`src/rtl/alu_pkg.sv`:
```
// Purpose: shared opcode encoding and flag bit positions for the pipelined ALU.
// Latency: n/a (types and constants only).
// Backpressure: n/a.
//
// Contents: op_e (OP_ADD..OP_PASSB, 3-bit fully decoded), FLG_C/FLG_Z/FLG_N/FLG_V
// indices into the 4-bit flag vector, and small opcode classification helpers.
package alu_pkg;

  typedef enum logic [2:0] {
    OP_ADD   = 3'd0,
    OP_ADC   = 3'd1,
    OP_AND   = 3'd2,
    OP_OR    = 3'd3,
    OP_SUB   = 3'd4,
    OP_SBB   = 3'd5,
    OP_XOR   = 3'd6,
    OP_PASSB = 3'd7
  } op_e;

  // Bit positions inside the packed 4-bit flag vector.
  localparam int FLG_C = 0;
  localparam int FLG_Z = 1;
  localparam int FLG_N = 2;
  localparam int FLG_V = 3;
  localparam int NUM_FLAGS = 4;

  // Ops that go through the adder and therefore produce meaningful C/V.
  function automatic logic is_arith(op_e op);
    return (op == OP_ADD) || (op == OP_ADC) || (op == OP_SUB) || (op == OP_SBB);
  endfunction

  // Ops that feed ~B into the adder.
  function automatic logic is_sub(op_e op);
    return (op == OP_SUB) || (op == OP_SBB);
  endfunction

  // Ops that take their carry-in from the chained carry (or in_cin).
  function automatic logic uses_carry(op_e op);
    return (op == OP_ADC) || (op == OP_SBB);
  endfunction

endpackage

```
`src/rtl/alu_pipe_if.sv`:
```
// Purpose: request/response bundle between an ALU client and alu_pipe.
// Latency: n/a (wires only).
// Backpressure: in_valid/in_ready on the request side, out_valid/out_ready on the result side.
//
// Ports: in_valid/in_a/in_b/in_op/in_cin/in_sat (client -> ALU), in_ready (ALU -> client),
// out_valid/out_data/out_c/out_z/out_n/out_v (ALU -> client), out_ready (client -> ALU).
// master = client side, slave = ALU side.
interface alu_pipe_if #(
  parameter int WIDTH = 8
);

  logic             in_valid;
  logic             in_ready;
  logic [WIDTH-1:0] in_a;
  logic [WIDTH-1:0] in_b;
  logic [2:0]       in_op;
  logic             in_cin;
  logic             in_sat;

  logic             out_valid;
  logic             out_ready;
  logic [WIDTH-1:0] out_data;
  logic             out_c;
  logic             out_z;
  logic             out_n;
  logic             out_v;

  modport master (
    output in_valid, in_a, in_b, in_op, in_cin, in_sat, out_ready,
    input  in_ready, out_valid, out_data, out_c, out_z, out_n, out_v
  );

  modport slave (
    input  in_valid, in_a, in_b, in_op, in_cin, in_sat, out_ready,
    output in_ready, out_valid, out_data, out_c, out_z, out_n, out_v
  );

endinterface

```
`src/rtl/alu_pipe_core.sv`:
```
// Purpose: combinational WIDTH-bit ALU datapath producing result and C/Z/N/V flags.
// Latency: 0 cycles (pure combinational).
// Backpressure: none; the caller decides when to capture the outputs.
//
// Ports: a, b (operands), op (3-bit opcode), cin (carry for ADC/SBB), sat (saturation request),
// res (result), flags (indexed by FLG_C/FLG_Z/FLG_N/FLG_V).
// Optional feature macro ALU_SAT_EN: when defined, overflowing arithmetic with sat=1 clamps to
// signed max/min; when undefined, sat is ignored and results wrap.
module alu_pipe_core
  import alu_pkg::*;
#(
  parameter int WIDTH = 8
) (
  input  logic [WIDTH-1:0]     a,
  input  logic [WIDTH-1:0]     b,
  input  logic [2:0]           op,
  input  logic                 cin,
  input  logic                 sat,
  output logic [WIDTH-1:0]     res,
  output logic [NUM_FLAGS-1:0] flags
);

  localparam int MSB = WIDTH - 1;
  localparam logic [WIDTH-1:0] SMAX = {1'b0, {(WIDTH-1){1'b1}}};
  localparam logic [WIDTH-1:0] SMIN = {1'b1, {(WIDTH-1){1'b0}}};

  op_e            opc;
  logic           arith;
  logic [WIDTH-1:0] b_eff;
  logic           c_eff;
  logic [WIDTH:0] sum;
  logic           c_out;
  logic           v_out;
  logic [WIDTH-1:0] wrap_res;

  assign opc = op_e'(op);

  // Adder path: SUB/SBB reuse the adder with ~B; SUB forces carry-in 1,
  // ADC/SBB take the supplied carry, ADD starts from 0.
  always_comb begin
    arith = is_arith(opc);
    b_eff = is_sub(opc) ? ~b : b;
    if (uses_carry(opc)) begin
      c_eff = cin;
    end else begin
      c_eff = (opc == OP_SUB);
    end
    sum   = {1'b0, a} + {1'b0, b_eff} + {{WIDTH{1'b0}}, c_eff};
    c_out = arith & sum[WIDTH];
    // Signed overflow: adder inputs share a sign but the sum does not.
    v_out = arith & (a[MSB] == b_eff[MSB]) & (sum[MSB] != a[MSB]);
  end

  always_comb begin
    wrap_res = '0;
    case (opc)
      OP_ADD, OP_ADC, OP_SUB, OP_SBB: wrap_res = sum[WIDTH-1:0];
      OP_AND:   wrap_res = a & b;
      OP_OR:    wrap_res = a | b;
      OP_XOR:   wrap_res = a ^ b;
      OP_PASSB: wrap_res = b;
      default:  wrap_res = '0;
    endcase
  end

`ifdef ALU_SAT_EN
  // On overflow the adder inputs share A's sign: A positive means the true
  // result exceeded SMAX, A negative means it fell below SMIN.
  always_comb begin
    res = wrap_res;
    if (sat && v_out) begin
      res = a[MSB] ? SMIN : SMAX;
    end
  end
`else
  logic unused_sat;
  logic [2*WIDTH-1:0] unused_clamp;
  assign unused_sat   = sat;
  assign unused_clamp = {SMAX, SMIN};
  assign res          = wrap_res;
`endif

  // Z/N always describe the value actually delivered (post-clamp).
  always_comb begin
    flags        = '0;
    flags[FLG_C] = c_out;
    flags[FLG_Z] = (res == '0);
    flags[FLG_N] = res[MSB];
    flags[FLG_V] = v_out;
  end

endmodule

```
`src/rtl/alu_pipe.sv`:
```
// Purpose: two-stage pipelined ALU with chained carry register for multi-word ADC/SBB.
// Latency: 2 cycles accept -> out_valid; throughput 1 op/cycle.
// Backpressure: out_ready low stalls S2 then S1; in_ready drops only when both stages hold data.
//
// Ports: clk, rst (synchronous, active-high); bus (alu_pipe_if.slave) carrying the in_* request
// handshake and the out_* result handshake with C/Z/N/V flags.
// Parameters: WIDTH (>=2) operand width; CARRY_CHAIN 1 = ADC/SBB use the internal carry
// register, 0 = they use in_cin. Optional macro ALU_SAT_EN enables signed saturation (see core).
module alu_pipe
  import alu_pkg::*;
#(
  parameter int WIDTH       = 8,
  parameter int CARRY_CHAIN = 1
) (
  input logic           clk,
  input logic           rst,
  alu_pipe_if.slave     bus
);

  typedef struct packed {
    logic [WIDTH-1:0] a;
    logic [WIDTH-1:0] b;
    logic [2:0]       op;
    logic             cin;
    logic             sat;
  } req_t;

  typedef struct packed {
    logic [WIDTH-1:0]     data;
    logic [NUM_FLAGS-1:0] flags;
  } rsp_t;

  req_t s1_q;
  logic s1_vld;
  rsp_t s2_q;
  logic s2_vld;
  logic carry_q;

  logic accept;
  logic xfer;
  logic core_cin;
  rsp_t core_rsp;

  // S1 may advance when S2 is empty or draining this cycle; a new op can
  // enter whenever S1 is empty or about to move on.
  assign xfer          = s1_vld && (!s2_vld || bus.out_ready);
  assign bus.in_ready  = !s1_vld || !s2_vld || bus.out_ready;
  assign accept        = bus.in_valid && bus.in_ready;

  assign core_cin = (CARRY_CHAIN != 0) ? carry_q : s1_q.cin;

  alu_pipe_core #(
    .WIDTH (WIDTH)
  ) u_core (
    .a     (s1_q.a),
    .b     (s1_q.b),
    .op    (s1_q.op),
    .cin   (core_cin),
    .sat   (s1_q.sat),
    .res   (core_rsp.data),
    .flags (core_rsp.flags)
  );

  // Stage 1: operand capture.
  always_ff @(posedge clk) begin
    if (rst) begin
      s1_vld <= 1'b0;
      s1_q   <= '0;
    end else begin
      if (accept) begin
        s1_vld  <= 1'b1;
        s1_q.a   <= bus.in_a;
        s1_q.b   <= bus.in_b;
        s1_q.op  <= bus.in_op;
        s1_q.cin <= bus.in_cin;
        s1_q.sat <= bus.in_sat;
      end else if (xfer) begin
        s1_vld <= 1'b0;
      end
    end
  end

  // Stage 2: result/flags hold, plus the carry chain. The carry register
  // updates on the same edge the op leaves S1, so the next op in S1 sees it
  // without a bubble. Logic ops load C=0 into the chain.
  always_ff @(posedge clk) begin
    if (rst) begin
      s2_vld  <= 1'b0;
      s2_q    <= '0;
      carry_q <= 1'b0;
    end else begin
      if (xfer) begin
        s2_vld  <= 1'b1;
        s2_q    <= core_rsp;
        carry_q <= core_rsp.flags[FLG_C];
      end else if (bus.out_ready) begin
        s2_vld <= 1'b0;
      end
    end
  end

  assign bus.out_valid = s2_vld;
  assign bus.out_data  = s2_q.data;
  assign bus.out_c     = s2_q.flags[FLG_C];
  assign bus.out_z     = s2_q.flags[FLG_Z];
  assign bus.out_n     = s2_q.flags[FLG_N];
  assign bus.out_v     = s2_q.flags[FLG_V];

endmodule
```
`src/flat_wrapper.sv`:
```
// flat-port wrapper written by rule: the top's interface ports become plain ports
module alu_pipe_flat import alu_pkg::*;
#(
  parameter int WIDTH       = 8,
  parameter int CARRY_CHAIN = 1
)
  (clk, rst, bus_in_valid, bus_in_a, bus_in_b, bus_in_op, bus_in_cin, bus_in_sat, bus_out_ready, bus_in_ready, bus_out_valid, bus_out_data, bus_out_c, bus_out_z, bus_out_n, bus_out_v);
  alu_pipe_if #(.WIDTH(WIDTH)) bus_i ();
  input logic clk;
  input logic rst;
  input wire logic [$bits(bus_i.in_valid)-1:0] bus_in_valid;
  input wire logic [$bits(bus_i.in_a)-1:0] bus_in_a;
  input wire logic [$bits(bus_i.in_b)-1:0] bus_in_b;
  input wire logic [$bits(bus_i.in_op)-1:0] bus_in_op;
  input wire logic [$bits(bus_i.in_cin)-1:0] bus_in_cin;
  input wire logic [$bits(bus_i.in_sat)-1:0] bus_in_sat;
  input wire logic [$bits(bus_i.out_ready)-1:0] bus_out_ready;
  output wire logic [$bits(bus_i.in_ready)-1:0] bus_in_ready;
  output wire logic [$bits(bus_i.out_valid)-1:0] bus_out_valid;
  output wire logic [$bits(bus_i.out_data)-1:0] bus_out_data;
  output wire logic [$bits(bus_i.out_c)-1:0] bus_out_c;
  output wire logic [$bits(bus_i.out_z)-1:0] bus_out_z;
  output wire logic [$bits(bus_i.out_n)-1:0] bus_out_n;
  output wire logic [$bits(bus_i.out_v)-1:0] bus_out_v;
  assign bus_i.in_valid = bus_in_valid;
  assign bus_i.in_a = bus_in_a;
  assign bus_i.in_b = bus_in_b;
  assign bus_i.in_op = bus_in_op;
  assign bus_i.in_cin = bus_in_cin;
  assign bus_i.in_sat = bus_in_sat;
  assign bus_i.out_ready = bus_out_ready;
  assign bus_in_ready = bus_i.in_ready;
  assign bus_out_valid = bus_i.out_valid;
  assign bus_out_data = bus_i.out_data;
  assign bus_out_c = bus_i.out_c;
  assign bus_out_z = bus_i.out_z;
  assign bus_out_n = bus_i.out_n;
  assign bus_out_v = bus_i.out_v;
  alu_pipe #(.WIDTH(WIDTH), .CARRY_CHAIN(CARRY_CHAIN)) u_core (.clk(clk), .rst(rst), .bus(bus_i));
endmodule
```
`config.mk`:
```
export PLATFORM = sky130hd
export DESIGN_NAME = alu_pipe_flat
export DESIGN_NICKNAME = d
export VERILOG_FILES = /design/src/rtl/alu_pkg.sv /design/src/rtl/alu_pipe_if.sv /design/src/rtl/alu_pipe_core.sv /design/src/rtl/alu_pipe.sv /design/src/flat_wrapper.sv
export SDC_FILE = /design/constraint.sdc
export NUM_CORES = 1
export LEC_CHECK = 0
export ABC_CLOCK_PERIOD_IN_PS = 7500
export CAP_MARGIN = 20
export CORE_AREA = 3 3 73 68
export DETAILED_ROUTE_END_ITERATION = 10
export DIE_AREA = 0 0 76 71
export GPL_TIMING_DRIVEN = 0
export PLACE_DENSITY = 0.77
export SYNTH_ARGS = -nofsm -noshare
export SYNTH_HDL_FRONTEND = slang
export SYNTH_SLANG_ARGS = --single-unit
```
`constraint.sdc`:
```
create_clock -name clk -period 7.5 [get_ports clk]
set_input_delay 0.75 -clock clk [delete_from_list [all_inputs] [get_ports clk]]
set_output_delay 0.75 -clock clk [all_outputs]
set_load 0.01 [all_outputs]
```
==> results.md <==
* Initial DRC Count at 88
* Top-count cell post-synth: nand2_1
* Max Clk Rate at 0.2749 GHz
* Area growth, synth to finish at 23.70%
* Detail Route Antenna Nets at 0
* CP peak stage delay at 0.48 ns
* Post-DP HPWL at 3706 um
* Initial core utilization at 50.53%
* Post-synthesis area per instance at 7.956 um2
* Switching part of the total at 30.02%
* Final GP Congestion at 0.9122
* Yosys reg bits at 32
* Hold_buf cts at 0
* Worst hold stages at 2
* CP max stage cell: fa_1
* Worst slew pin tran at 0.6101 ns
* Internal cell power at 0.3101 mW
* Post-synth EDFFs at 0
* Die Width at 76 um
* GRT overflow at 0
* Largest family of logic cells by synthesized area: simple AND/OR/NAND/NOR gates
* Die area at 0.005396 mm2
* Die Y at 71 um
* DR vias/cell at 5.152
* Max_cap viols at 0
* Peak VDD IR at 0.07932 mV
* Post-Synth XOR/XNOR Area at 5.185%
* Clock Root Buffer: clkbuf_8
* CP startpoint kind: flop
* Status: finished, final reports clean
* Port bufs at 35
* Cell taking the most area after synthesis: dfxtp_1
* IO Pins at 39
* Clk pwr share at 31.1%
* Reg2Reg Launch Point: u_core.s1_q[4]
* Switching pwr at 0.1330 mW
* Required time worst endpoint at 7.70 ns
* Tightest Hold Check Type: flop to flop
* Worst Reg-to-Reg Cells at 12
* Critical path type: flop to flop
* Seq pwr share at 42.5%
* Slew Viols, Final at 0
* Worst Hold Path EP: u_core.bus.out_data[1]
* Gate power share at 26.4%
* Synth area leaders: dfxtp_1, ha_1, nand2_1
* Routed vias at 1,963
* Netlist cell types at 43
* Clock slew at reported path FFs at 0.07 ns
* Number of global-route vias before repair at 1,872
* Final core occ at 62.51%
* Critical path endpoint category: flop
* Clk_skew at 0.002231 ns
* Clock sink total at 32
* FF-to-FF End: u_core.bus.out_data[6]
* Lkg Pwr at 1.094 nW
* CP delay by family, top: simple AND/OR/NAND/NOR gates
* Total length of routed wires at 4956 um
* Most used cell, CP: fa_1
* Peak fanout along the critical path at 10
* Compound-gate portion of the synthesized area at 16.13%
* Num rows at 23
* Top FF cell, synth: dfxtp_1
* Layout Cells excl Fill at 381
* Area of the mapped netlist at 0.002196 mm2
* Flop2flop setup slack at 3.86 ns
* Final min period at 3.638 ns
* Final setup fails at 0
* Pin count of the biggest net entering global routing at 11
* # diodes at 0
* Global Route Usage Sum at 19.75%
* Syn Nets at 326
* Clk_lat worst skew at 0.28 ns
* CP Cell Sequence: buf_6 > clkbuf_1 > nand2_1 > xnor2_1 > fa_1 > fa_1 > nand2b_1 > a21oi_1 > o21a_1 > nor3_1 > or3_1 > a311oi_1
* Post-Synth Adder-Cell Area at 14.93%
* Worst Hold Launch: u_core.bus.out_data[1]
* Final period util at 48.51%
* Synth top cells by count: nand2_1, dfxtp_1, a21oi_1
* Post-synth top area share at 29.17%
* H-Tree Level Count at 2
* Seq/Total Area, Yosys at 29.17%
* Multiplexer share of the synthesized area at 7.749%
* Fillers at 385
* RSZ-0062 raised after global routing: no
* Routed WL per cell at 13.01 um
* Critical Path AT at 3.83 ns
* Setup_tns at 0 ns
* Simple-gate share of the synthesized area at 19.32%
* Share of cells above drive strength 1 at 6.583%
* Cts repair resizes at 0
* Total clock buffers created by CTS at 5
* Power density cells at 163.1 mW/mm2
* Nets@finish at 368
* Initial antenna violation count at 0
* Dpl cells at 373
* CTS Buffer Depth at 2
* First-pass GRT wire length at 8659 um
* Warnings from Yosys at 0
* CTS tree: done
* DRC at 0
* Final Hold Vio Count at 0
* Async S/R FF share, synth at 0%
* Core ar. at 0.004345 mm2
* Slew HR at 59.33%
* Worst Path Buf+Inv at 2
* Syn Inst Count at 276
* Postcts setup bufs at 0
* DRT Pass-1 Iters at 4
## metal layers
| layer | GRT usage [%] | wire [um] | vias to the layer above | part of all wire, % |
|---|---|---|---|---|
| met1 | 25.22 | 2327 | 888 | 47 |
| li1 | - | - | 1010 | - |
| met4 | 6.036 | 54 | 0 | 1.1 |
| met2 | 33.66 | 2313 | 59 | 47 |
| met5 | 0 | 0 | - | 0 |
| met3 | 4.453 | 260 | 6 | 5.2 |
## power groups by stage
stage | sequential (mW) | combinational [mW] | clock [mW]
floorplan | 0.192 | 0.0766 | 0
global placement | 0.192 | 0.112 | 0
detailed placement | 0.192 | 0.116 | 0
CTS | 0.188 | 0.117 | 0.143
global route | 0.190 | 0.131 | 0.148
finish | 0.188 | 0.117 | 0.138
## worst min-delay path, stage by stage (launching register included)
cell	delay (ns)
dfxtp_1	0.31
nand2_1	0.05
a21oi_1	0.05
## flip-flops by register name, indices dropped and copies added (netlist names)
| signal | flops |
|---|---|
| u_core.s1_vld | 1 |
| u_core.bus.out_v | 1 |
| u_core.bus.out_valid | 1 |
| u_core.bus.out_z | 1 |
| u_core.bus.out_n | 1 |
| u_core.bus.out_data | 7 |
| u_core.bus.out_c | 1 |
| u_core.s1_q | 19 |
## logic make-up (layout without fill, tap and decap cells)
kind of cell,after synthesis,count (layout)
AOI/OAI and AO/OA,59,59
xor gates and xnor gates,13,13
and+or+nand+nor,98,98
muxes,9,9
DFF,32,32
adders and majority gates,25,25
buffers and inverters,40,83
## layout by cell type, fill, tap and decap left out, types with 3 or more instances in the layout
master	count
nor2_1	21
xnor2_1	11
o21ai_0	8
buf_2	3
clkdlybuf4s50_1	35
inv_1	23
nand2_1	56
clkbuf_8	6
clkbuf_1	10
o21a_1	4
nand2b_1	3
a211oi_1	4
nor2b_1	4
dfxtp_1	32
ha_1	23
nor3_1	4
a21oi_1	31
mux4_2	5
## layout make-up
class | instances | area, um2 | share of cell area, %
sequential | 32 | 640.6 | 23.58
clock inverter | 2 | 10.01 | 0.3685
clock buffer | 6 | 82.58 | 3.040
inverter | 24 | 90.09 | 3.316
timing repair buffer | 35 | 350.3 | 12.90
tap | 62 | 77.57 | 2.856
multi-input combinational | 204 | 1390 | 51.17
buffer | 16 | 75.07 | 2.764
## how the worst max path moves through the flow
| stage | depth (start not counted) | slack (ns) | startpoint | to |
|---|---|---|---|---|
| 6_report | 12 | 3.86 | u_core.s1_q[4] | u_core.bus.out_data[6] |
| 5_1_grt | 12 | 3.60 | u_core.s1_q[4] | u_core.bus.out_data[6] |
| 4_1_cts | 12 | 3.89 | u_core.s1_q[4] | u_core.bus.out_data[6] |
| 3_5_place_dp | 12 | 3.91 | u_core.s1_q[4] | u_core.bus.out_data[6] |
| 3_3_place_gp | 12 | 3.97 | u_core.s1_q[4] | u_core.bus.out_data[6] |
| 2_1_floorplan | 12 | 4.33 | u_core.s1_q[4] | u_core.bus.out_data[6] |
## metrics by stage
step / power, mW / area, um2 / worst slack, ns / hold WS, ns
floorplan: 0.2689 / 2196 / 4.334 / 0.4530
global placement: 0.3041 / 2624 / 3.974 / 0.4410
detailed placement: 0.3079 / 2624 / 3.908 / 0.4456
CTS: 0.4482 / 2716 / 3.895 / 0.4554
global route: 0.4688 / 2716 / 3.596 / 0.4827
finish: 0.4431 / 2716 / 3.862 / 0.4524
No activity file was read; power rests on OpenSTA's default activity.
